--- src/rtl/mac_sched_pkg.sv ---
// ============================================================================
// mac_sched_pkg : FSM encoding and tap-count constants for mac_sched
// Revision      : 1.0
// ============================================================================
`default_nettype none

package mac_sched_pkg;

  localparam logic [1:0] ST_IDLE  = 2'd0;
  localparam logic [1:0] ST_RUN   = 2'd1;
  localparam logic [1:0] ST_DRAIN = 2'd2;
  localparam logic [1:0] ST_FIN   = 2'd3;

  localparam logic [3:0] TAPS_3X3 = 4'd9;
  localparam logic [3:0] TAPS_1X1 = 4'd1;

  function automatic logic [3:0] taps_of(input logic conv3x3);
    return conv3x3 ? TAPS_3X3 : TAPS_1X1;
  endfunction

endpackage

`default_nettype wire

--- src/rtl/mac_sched_dly.sv ---
// ============================================================================
// mac_sched_dly : DEPTH-stage 1-bit delay line with synchronous reset
// Revision      : 1.0
// ============================================================================
`default_nettype none

module mac_sched_dly #(
  parameter int DEPTH = 1
) (
  input  logic clk,
  input  logic rst,
  input  logic d,
  output logic q
);

  generate
    if (DEPTH <= 1) begin : g_single
      logic sr_q;
      logic sr_d;

      always_comb sr_d = d;

      always_ff @(posedge clk) begin
        if (rst) sr_q <= 1'b0;
        else     sr_q <= sr_d;
      end

      assign q = sr_q;
    end else begin : g_chain
      logic [DEPTH-1:0] sr_q;
      logic [DEPTH-1:0] sr_d;

      always_comb sr_d = {sr_q[DEPTH-2:0], d};

      always_ff @(posedge clk) begin
        if (rst) sr_q <= '0;
        else     sr_q <= sr_d;
      end

      assign q = sr_q[DEPTH-1];
    end
  endgenerate

endmodule

`default_nettype wire

--- src/rtl/mac_sched.sv ---
// ============================================================================
// mac_sched : MAC job scheduler - issues tap/pixel/channel buffer reads
// Revision  : 1.0
// ============================================================================
`default_nettype none

module mac_sched
  import mac_sched_pkg::*;
#(
  parameter int W_PIX  = 12,
  parameter int W_OCH  = 8,
  parameter int RD_LAT = 1
) (
  input  logic             clk,
  input  logic             rst,
  input  logic             start,
  input  logic             cfg_conv3x3,
  input  logic [W_PIX-1:0] cfg_n_pix,
  input  logic [W_OCH-1:0] cfg_n_och,
  input  logic             stall_i,
  input  logic             kern_vld_o,
  output logic             busy,
  output logic             done,
  output logic             buf_rd_en,
  output logic [W_OCH+3:0] wgt_addr,
  output logic [W_PIX-1:0] fm_pix,
  output logic [3:0]       fm_tap,
  output logic             kern_vld_i,
  output logic             kern_conv3x3,
  output logic             err
);

  localparam int W_CNT  = W_PIX + W_OCH;
  localparam int W_ADDR = W_OCH + 4;

  logic [1:0]        state_q, state_d;
  logic [3:0]        tap_q, tap_d;
  logic [W_PIX-1:0]  pix_q, pix_d;
  logic [W_OCH-1:0]  och_q, och_d;
  logic [W_CNT-1:0]  cnt_q, cnt_d;
  logic [W_PIX-1:0]  n_pix_q, n_pix_d;
  logic [W_OCH-1:0]  n_och_q, n_och_d;
  logic              conv_q, conv_d;
  logic              err_q, err_d;
  logic [W_ADDR-1:0] addr_hold_q, addr_hold_d;
  logic [W_PIX-1:0]  pix_hold_q, pix_hold_d;
  logic [3:0]        tap_hold_q, tap_hold_d;

  logic              beat;
  logic              last_tap, last_pix, last_och;
  logic              in_job;
  logic [W_CNT-1:0]  total;
  logic [W_ADDR-1:0] och_ext, cur_addr;

  always_comb begin
    beat     = (state_q == ST_RUN) && !stall_i;
    in_job   = (state_q == ST_RUN) || (state_q == ST_DRAIN);
    last_tap = (tap_q == taps_of(conv_q) - 4'd1);
    last_pix = (pix_q == n_pix_q - W_PIX'(1));
    last_och = (och_q == n_och_q - W_OCH'(1));
    total    = W_CNT'(n_pix_q) * W_CNT'(n_och_q);
    och_ext  = W_ADDR'(och_q);
    // och*9 built as och*8 + och to avoid a general multiplier
    cur_addr = (conv_q ? (och_ext << 3) + och_ext : och_ext) + W_ADDR'(tap_q);
  end

  always_comb begin
    state_d     = state_q;
    tap_d       = tap_q;
    pix_d       = pix_q;
    och_d       = och_q;
    cnt_d       = cnt_q;
    n_pix_d     = n_pix_q;
    n_och_d     = n_och_q;
    conv_d      = conv_q;
    err_d       = err_q;
    addr_hold_d = addr_hold_q;
    pix_hold_d  = pix_hold_q;
    tap_hold_d  = tap_hold_q;

    if (in_job && kern_vld_o) begin
      if (cnt_q >= total) err_d = 1'b1;
      else                cnt_d = cnt_q + W_CNT'(1);
    end
    if ((state_q == ST_IDLE) && kern_vld_o) err_d = 1'b1;

    if (beat) begin
      addr_hold_d = cur_addr;
      pix_hold_d  = pix_q;
      tap_hold_d  = tap_q;
    end

    case (state_q)
      ST_IDLE: begin
        if (start) begin
          conv_d  = cfg_conv3x3;
          n_pix_d = cfg_n_pix;
          n_och_d = cfg_n_och;
          tap_d   = '0;
          pix_d   = '0;
          och_d   = '0;
          cnt_d   = '0;
          state_d = ((cfg_n_pix == '0) || (cfg_n_och == '0)) ? ST_FIN : ST_RUN;
        end
      end
      ST_RUN: begin
        if (beat) begin
          if (!last_tap) begin
            tap_d = tap_q + 4'd1;
          end else if (!last_pix) begin
            tap_d = '0;
            pix_d = pix_q + W_PIX'(1);
          end else if (!last_och) begin
            tap_d = '0;
            pix_d = '0;
            och_d = och_q + W_OCH'(1);
          end else begin
            state_d = ST_DRAIN;
          end
        end
      end
      ST_DRAIN: begin
        if (cnt_d >= total) state_d = ST_FIN;
      end
      default: state_d = ST_IDLE;
    endcase
  end

  always_ff @(posedge clk) begin
    if (rst) begin
      state_q     <= ST_IDLE;
      tap_q       <= '0;
      pix_q       <= '0;
      och_q       <= '0;
      cnt_q       <= '0;
      n_pix_q     <= '0;
      n_och_q     <= '0;
      conv_q      <= 1'b0;
      err_q       <= 1'b0;
      addr_hold_q <= '0;
      pix_hold_q  <= '0;
      tap_hold_q  <= '0;
    end else begin
      state_q     <= state_d;
      tap_q       <= tap_d;
      pix_q       <= pix_d;
      och_q       <= och_d;
      cnt_q       <= cnt_d;
      n_pix_q     <= n_pix_d;
      n_och_q     <= n_och_d;
      conv_q      <= conv_d;
      err_q       <= err_d;
      addr_hold_q <= addr_hold_d;
      pix_hold_q  <= pix_hold_d;
      tap_hold_q  <= tap_hold_d;
    end
  end

  // Address outputs show the live beat, otherwise the last issued beat
  assign wgt_addr     = beat ? cur_addr : addr_hold_q;
  assign fm_pix       = beat ? pix_q    : pix_hold_q;
  assign fm_tap       = beat ? tap_q    : tap_hold_q;
  assign buf_rd_en    = beat;
  assign busy         = in_job;
  assign done         = (state_q == ST_FIN);
  assign kern_conv3x3 = conv_q;
  assign err          = err_q;

  mac_sched_dly #(
    .DEPTH (RD_LAT)
  ) u_dly (
    .clk (clk),
    .rst (rst),
    .d   (buf_rd_en),
    .q   (kern_vld_i)
  );

endmodule

`default_nettype wire

--- config.mk ---
export PLATFORM = sky130hd
export DESIGN_NAME = mac_sched
export DESIGN_NICKNAME = d
export VERILOG_FILES = /design/src/rtl/mac_sched_pkg.sv /design/src/rtl/mac_sched_dly.sv /design/src/rtl/mac_sched.sv
export SDC_FILE = /design/constraint.sdc
export NUM_CORES = 1
export LEC_CHECK = 0
export CORE_AREA = 2 2 196 198
export DETAILED_ROUTE_END_ITERATION = 8
export DIE_AREA = 0 0 198 200
export GPL_TIMING_DRIVEN = 1
export PLACE_DENSITY = 0.41
export SETUP_SLACK_MARGIN = 0.1
export SYNTH_ARGS = -nofsm -noshare
export SYNTH_HDL_FRONTEND = slang
export SYNTH_SLANG_ARGS = --single-unit
export TNS_END_PERCENT = 10
--- constraint.sdc ---
create_clock -name clk -period 8.1 [get_ports clk]
set_clock_uncertainty 0.2 [all_clocks]
set_input_delay 2.43 -clock clk [delete_from_list [all_inputs] [get_ports clk]]
set_output_delay 2.43 -clock clk [all_outputs]
set_load 0.02 [all_outputs]
==> results of run 1 <==
[routing by layer]
layer,routed length (um),vias to the layer above,global-route usage (%)
met4,662,0,5.15
met5,0,-,0
met3,703,31,2.25
li1,-,3981,-
met1,12400,3680,17.8
met2,12300,90,23.6
[per-stage QoR]
stage	setup TNS, ps	cell area (um2)
after CTS	-456	11800
after global placement	-1130	11300
after global routing	-1370	12000
after floorplan	-125	9420
final	-405	12000
after detailed placement	-1340	11300
[layout by cell type, fill, tap and decap left out, types with 7 or more instances in the layout]
| cell | count |
|---|---|
| clkdlybuf4s50_1 | 58 |
| dfxtp_4 | 13 |
| xor2_1 | 37 |
| nor2b_1 | 51 |
| ha_1 | 90 |
| nand2_1 | 101 |
| dfxtp_1 | 82 |
| fa_1 | 58 |
| mux2i_1 | 7 |
| xnor2_1 | 49 |
| nand3_1 | 17 |
| nand4_1 | 18 |
| clkbuf_16 | 9 |
| o21ai_0 | 33 |
| and2_1 | 73 |
| nor3_1 | 18 |
| and3_1 | 15 |
| nor2_1 | 61 |
| mux2_2 | 17 |
| o21ai_1 | 9 |
| buf_4 | 133 |
| a21oi_1 | 54 |
| nand2b_1 | 8 |
| a21o_1 | 11 |
| inv_1 | 109 |
| a21oi_2 | 8 |
[cell families (layout without fill, tap and decap cells)]
group	Yosys count	count (layout)
and+or+nand+nor	406	406
muxes	26	26
AOI/OAI and AO/OA	169	169
buffers and inverters	158	324
DFF	97	97
adders and majority gates	157	157
xor gates and xnor gates	89	89
[state kept, by name, summed over array words and instances, names as in the netlist]
signal / flops
err: 1
addr_hold_q: 12
tap_hold_q: 4
state_q: 2
kern_conv3x3: 1
u_dly.q: 1
pix_hold_q: 12
cnt_q: 20
n_och_q: 8
och_q: 8
n_pix_q: 12
pix_q: 12
tap_q: 4
[synth_stat cells, types with 3 or more instances]
cell type	count	area share, %
inv_1	111	4.5
nand2_1	102	4.1
dfxtp_1	97	21
ha_1	94	13
and2_1	77	5.2
nor2_1	63	2.6
fa_1	62	13
a21oi_1	59	3.2
nor2b_1	51	3.4
xnor2_1	51	4.8
clkbuf_1	39	1.6
o21ai_0	39	2.1
xor2_1	37	3.5
nand3_1	19	1.0
nor3_1	19	1.0
nand4_1	18	1.2
mux2_2	17	2.1
and3_1	15	1.0
a21o_1	11	0.89
nand2b_1	8	0.54
mux2i_1	7	0.76
a211oi_1	6	0.49
nor4_1	6	0.41
o21bai_1	6	0.49
a31oi_1	5	0.34
o211ai_1	5	0.41
buf_1	4	0.16
o21ai_1	4	0.22
or3_1	4	0.27
a21oi_2	3	0.28
and4_1	3	0.28
nand3b_1	3	0.24
o21a_1	3	0.24
o31ai_1	3	0.24
or2_2	3	0.20
[worst reg2reg max path, delay by kind of cell, from the launching register on]
kind / cells / cell delay (ps)
AOI/OAI and AO/OA: 17 / 2630
xor gates and xnor gates: 2 / 240
adders and majority gates: 8 / 3120
buffers and inverters: 5 / 440
DFF: 1 / 380
muxes: 1 / 310
and+or+nand+nor: 8 / 890
[how the worst max path moves through the flow]
stage / from / end / cells after the start
after floorplan: n_och_q[4]$_SDFFE_PP0P_ / state_q[0]$_SDFFE_PP0P_ / 41
after global routing: n_och_q[4]$_SDFFE_PP0P_ / state_q[0]$_SDFFE_PP0P_ / 40
after detailed placement: n_pix_q[1]$_SDFFE_PP0P_ / state_q[1]$_SDFFE_PP0P_ / 39
after global placement: n_pix_q[1]$_SDFFE_PP0P_ / state_q[0]$_SDFFE_PP0P_ / 39
final: n_och_q[4]$_SDFFE_PP0P_ / state_q[1]$_SDFFE_PP0P_ / 41
after CTS: n_pix_q[1]$_SDFFE_PP0P_ / state_q[1]$_SDFFE_PP0P_ / 38
[area by class of cell]
| type | instances | area share, % |
|---|---|---|
| clock buffers | 10 | 2.00 |
| clock inverters | 6 | 0.691 |
| inverters | 112 | 3.52 |
| multi-input cells | 847 | 58.0 |
| flip-flops and latches | 97 | 16.7 |
| well taps | 511 | 5.35 |
| repair buffers | 196 | 13.8 |
[power by group]
part	switching [mW]	internal (mW)
clock network	0.226	0.255
logic	0.572	0.497
registers	0.0681	0.517
total	0.866	1.27
[what timing repair did]
item	CTS	global route
endpoints found under the setup margin	2	2
gates resized for setup	40	16
gates cloned	0	0
setup buffers	10	8
pin swaps	30	31
==> impl_results.md, run 1 <==
* Cell family with most CP delay: adder cells
* Post-Synth Simple-Gate Area at 23.0%
* Worst Tran Pin Value at 1050 ps
* WL/cell at 14.6 um
* Hold Slack at 266 ps
* First-pass GRT wire length at 42800 um
* Unrepaired setup endpoints after global routing: yes
* Netlist cell types at 71
* CTS max path bufs at 2
* Number of buffer and inverter stages on the critical path at 5
* Status: complete, but fails checks
* Final Hold Viols at 0
* CTS tree: built
* Rel. slew slack at 29.9%
* RR Startpoint: n_och_q[4]$_SDFFE_PP0P_
* Hold path depth at 2
* Crit path launch type: flop
* Syn Area/Cell at 8.40 um2
* GPL Wtd Cong at 0.804
* Vias per cell at 4.37
* Initial antenna violation count at 0
* Synth Area in Adders at 26.2%
* Seq/Total Area, Yosys at 21.0%
* Synthesized cell area at 9260 um2
* Worst Path Required at 8170 ps
* Placed Cells incl. Taps at 1745
* Post-route minimum period at 8300 ps
* R2R Setup Slk at -200 ps
* Number of global-route vias before repair at 8006
* 1st-iter DRT viols at 288
* Post-Place Setup Slack at -671 ps
* Number of flops mapped to enable cells by yosys at 0
* Worst Setup Slack, final at -204 ps
* Compound-cell area share of the yosys netlist at 11.5%
* Reg2reg path depth at 41
* Antenna Nets Post-Route at 0
* Pin count of the biggest net entering global routing at 62
* P&R area growth vs syn at 29.2%
* Synth Flop Type: dfxtp_1
* Pins Over Slew Limit at 0
* Die ar. at 39600 um2
* DR pass1 iterations at 5
* # setup viols final at 2
* Root cell of the clock tree: clkbuf_16
* Min-delay src: err$_SDFFE_PP0P_
* Inserted Diodes at 0
* Syn Nets at 1284
* Util after Layout at 32.0%
* Total Wirelength at 26000 um
* MaxCap Viol Count at 0
* Num CTS Buffers at 9
* All-Layer GR Usage at 13.9%
* Worst path max stage delay at 520 ps
* Starting Density at 24.7%
* Die H at 200 um
* GRT overflow at 0
* CTS clk-pin slew, worst paths at 70 ps
* Total vias in the final route at 7782
* Total Power at 2.14 mW
* H-tree levels at 3
* CTS Hold Bufs at 0
* Period utilization at 103%
* Max Clock Freq at 120 MHz
* I/O Pins at 60
* Post-Synth XOR/XNOR Area at 8.58%
* Share of cells above drive strength 1 at 19.3%
* Crit Path Category: flop to flop
* CP Capture Type: flop
* PD cells at 179 nW/um2
* Sink of the worst hold path: err$_SDFFE_PP0P_
* # port buffers at 59
* Die Width at 198 um
* FP Rows at 71
* FILL cells at 3965
* Number of cells in the finished layout apart from fillers at 1779
* Main combinational cell family by area after synthesis: adder cells
* Core area at 37400 um2
* RR Endpoint: state_q[1]$_SDFFE_PP0P_
* FF+latch count, synth at 97
* Mux cell area share after synthesis at 3.07%
* Maximum vdd drop at 126 uV
* Worst EP arrival at 8380 ps
* Ys Warns at 0
* Residual DRC at 0
* Multi-input gate area at 6930 um2
* CTS sink cnt at 97
* Asr flop ratio synth at 0%
* Violated checks: negative setup slack
* Syn Inst Count at 1102
* Worst Hold Class: flop to flop
* Sequential cell area at 1990 um2
* Nets at 1445
* LEAKAGE at 5.28 nW
* Crit-path slowest cell: fa_1
* Worst skew pair latency at 390 ps
* Detailed Place HPWL at 20900 um
* Worst-path fanout max at 10
Note: power is estimated with default switching activity, not from simulation.
==> run 2: changes to the inputs <==
==> constraint.sdc (replaced) <==
create_clock -name clk -period 8.1 [get_ports clk]
set_clock_uncertainty 0.2 [all_clocks]
set_input_delay 1.62 -clock clk [delete_from_list [all_inputs] [get_ports clk]]
set_output_delay 1.62 -clock clk [all_outputs]
set_load 0.02 [all_outputs]
==> run 2 against run 1 <==
Effect of this change: the run still ends with negative setup slack left; core utilization decreased by 0.37 points; register-to-register slack got worse by 60 ps; sequential cell count unchanged; fmax decreased by 0.66%; count of clock-buffer cells in the layout decreased by 1; critical path depth decreased by 1; critical endpoint unchanged; setup slack got worse by 55 ps; via count decreased by 1.4%; sequential share of layout area about the same; power decreased by 3.4%.
==> impl_results.md, run 2 (synthesis gave the netlist of run 1 again) <==
* LEAKAGE at 5.23 nW
* Share of cells above drive strength 1 at 18.2%
* P&R area growth vs syn at 27.7%
* CP Capture Type: flop
* Number of cells in the finished layout apart from fillers at 1771
* Min-delay src: err$_SDFFE_PP0P_
* Max reg flops at 20
* Period utilization at 103%
* CTS max path bufs at 2
* Num CTS Buffers at 9
* Antenna Nets Post-Route at 0
* Core area at 37400 um2
* All-Layer GR Usage at 13.7%
* Die ar. at 39600 um2
* Dpl cell area at 11300 um2
* Most common cell after layout, fill and taps aside: buf_4
* 1st-iter DRT viols at 316
* MaxCap Viol Count at 0
* FP Rows at 71
* # setup viols final at 2
* Final Hold Viols at 0
* Inserted Diodes at 0
* Placed Cells incl. Taps at 1745
* Total vias in the final route at 7671
* Root cell of the clock tree: clkbuf_16
* Starting Density at 24.7%
* Crit path launch type: flop
* Most frequent cells in the layout: buf_4, inv_1, nand2_1
* Number of global-route vias before repair at 7997
* Crit-path slowest cell: fa_1
* GPL Wtd Cong at 0.807
* DR pass1 iterations at 4
* H-tree levels at 3
* CTS Hold Bufs at 0
* Worst Path Required at 8170 ps
* GRT overflow at 0
* Pin count of the biggest net entering global routing at 62
* RR Startpoint: n_och_q[4]$_SDFFE_PP0P_
* CTS clk-pin slew, worst paths at 80 ps
* First-pass GRT wire length at 42600 um
* Crit Path Category: flop to flop
* Worst Setup Slack, final at -259 ps
* Residual DRC at 0
* Worst Tran Pin Value at 1030 ps
* Initial antenna violation count at 0
* Nets at 1437
* Detailed Place HPWL at 20900 um
* Post-Place Setup Slack at -730 ps
* FILL cells at 4003
* Maximum vdd drop at 101 uV
* Biggest register: cnt_q
* Die Width at 198 um
* Vias per cell at 4.33
* CTS sink cnt at 97
* Unrepaired setup endpoints after global routing: yes
* Status: complete, but fails checks
* Pins Over Slew Limit at 0
* Worst skew pair latency at 380 ps
* PD cells at 175 nW/um2
* Hold Slack at 269 ps
* Worst EP arrival at 8430 ps
* CTS tree: built
* Rel. slew slack at 31.2%
* Total Wirelength at 25700 um
* Max Clock Freq at 120 MHz
* Worst-path fanout max at 10
* WL/cell at 14.5 um
* Crit path from: n_och_q[4]$_SDFFE_PP0P_
* Worst Hold Class: flop to flop
* Worst path max stage delay at 510 ps
* Post-route minimum period at 8360 ps
* Die H at 200 um
* Violated checks: negative setup slack
* Final instance area at 11800 um2
* # port buffers at 59
* I/O Pins at 60
[run 2: changes by cell type in the layout (fill, tap and decap cells not counted), moves of 4 or more]
cell / previous run / this run
and2_1: 73 / 77
and2_4: 4 / 0
buf_4: 133 / 126
dfxtp_2: 2 / 8
dfxtp_4: 13 / 6
[run 2: through the flow]
stage	total power [mW]	TNS, ps	util [%]
detailed placement	1.56	-1450	30.2
floorplan	1.19	-125	-
global placement	1.57	-1150	30.2
global route	2.23	-1530	31.6
finish	2.06	-515	31.6
CTS	2.08	-658	31.4
[run 2: timing repair]
action / 4_1_cts / 5_1_grt
setup endpoints to repair: 2 / 2
resized for setup: 28 / 10
pin swaps: 19 / 9
cloned: 0 / 0
buffers inserted: 6 / 4
[run 2: cell type report]
cell class	instances	area (um2)	share of cell area, %
clock buffer	9	225	1.91
clock inverter	7	81.3	0.688
inverter	112	420	3.56
multi-input combinational	847	6890	58.3
sequential	97	1970	16.7
tap	511	639	5.41
timing repair buffer	188	1590	13.5
[run 2: worst paths after layout]
| check | end | slack, ps | cells past startpoint |
|---|---|---|---|
| worst max-delay path | state_q[1]$_SDFFE_PP0P_ | -260 | 40 |
| worst min-delay path | err$_SDFFE_PP0P_ | 270 | 2 |
| worst max register to register | state_q[1]$_SDFFE_PP0P_ | -260 | 40 |
| worst min register to register | err$_SDFFE_PP0P_ | 270 | 2 |
[run 2: worst max-delay path: cells and delay by family, from the launching register on]
kind                     cells  cell delay (ps)
buffers and inverters        4              380
AO/OA/AOI/OAI               17             2650
multiplexers                 1              330
AND/OR/NAND/NOR              8              920
adder cells (fa/ha/maj)      8             3110
XOR/XNOR                     2              250
flip-flops                   1              370
[run 2: per-layer routing]
metal  vias to the layer above  global-route usage, %  part of all wire, %
met5                         -                      0                    0
met4                         0                   3.65                  1.8
met3                        18                   2.81                  2.9
met2                        86                   23.8                   48
met1                      3610                   17.4                   47
li1                       3957                      -                    -
[run 2: power breakdown]
group	leakage [nW]	switching, mW	internal [mW]	total [mW]
clock network	0.150	0.240	0.221	0.460
logic	4.29	0.556	0.464	1.02
registers	0.793	0.0666	0.516	0.583
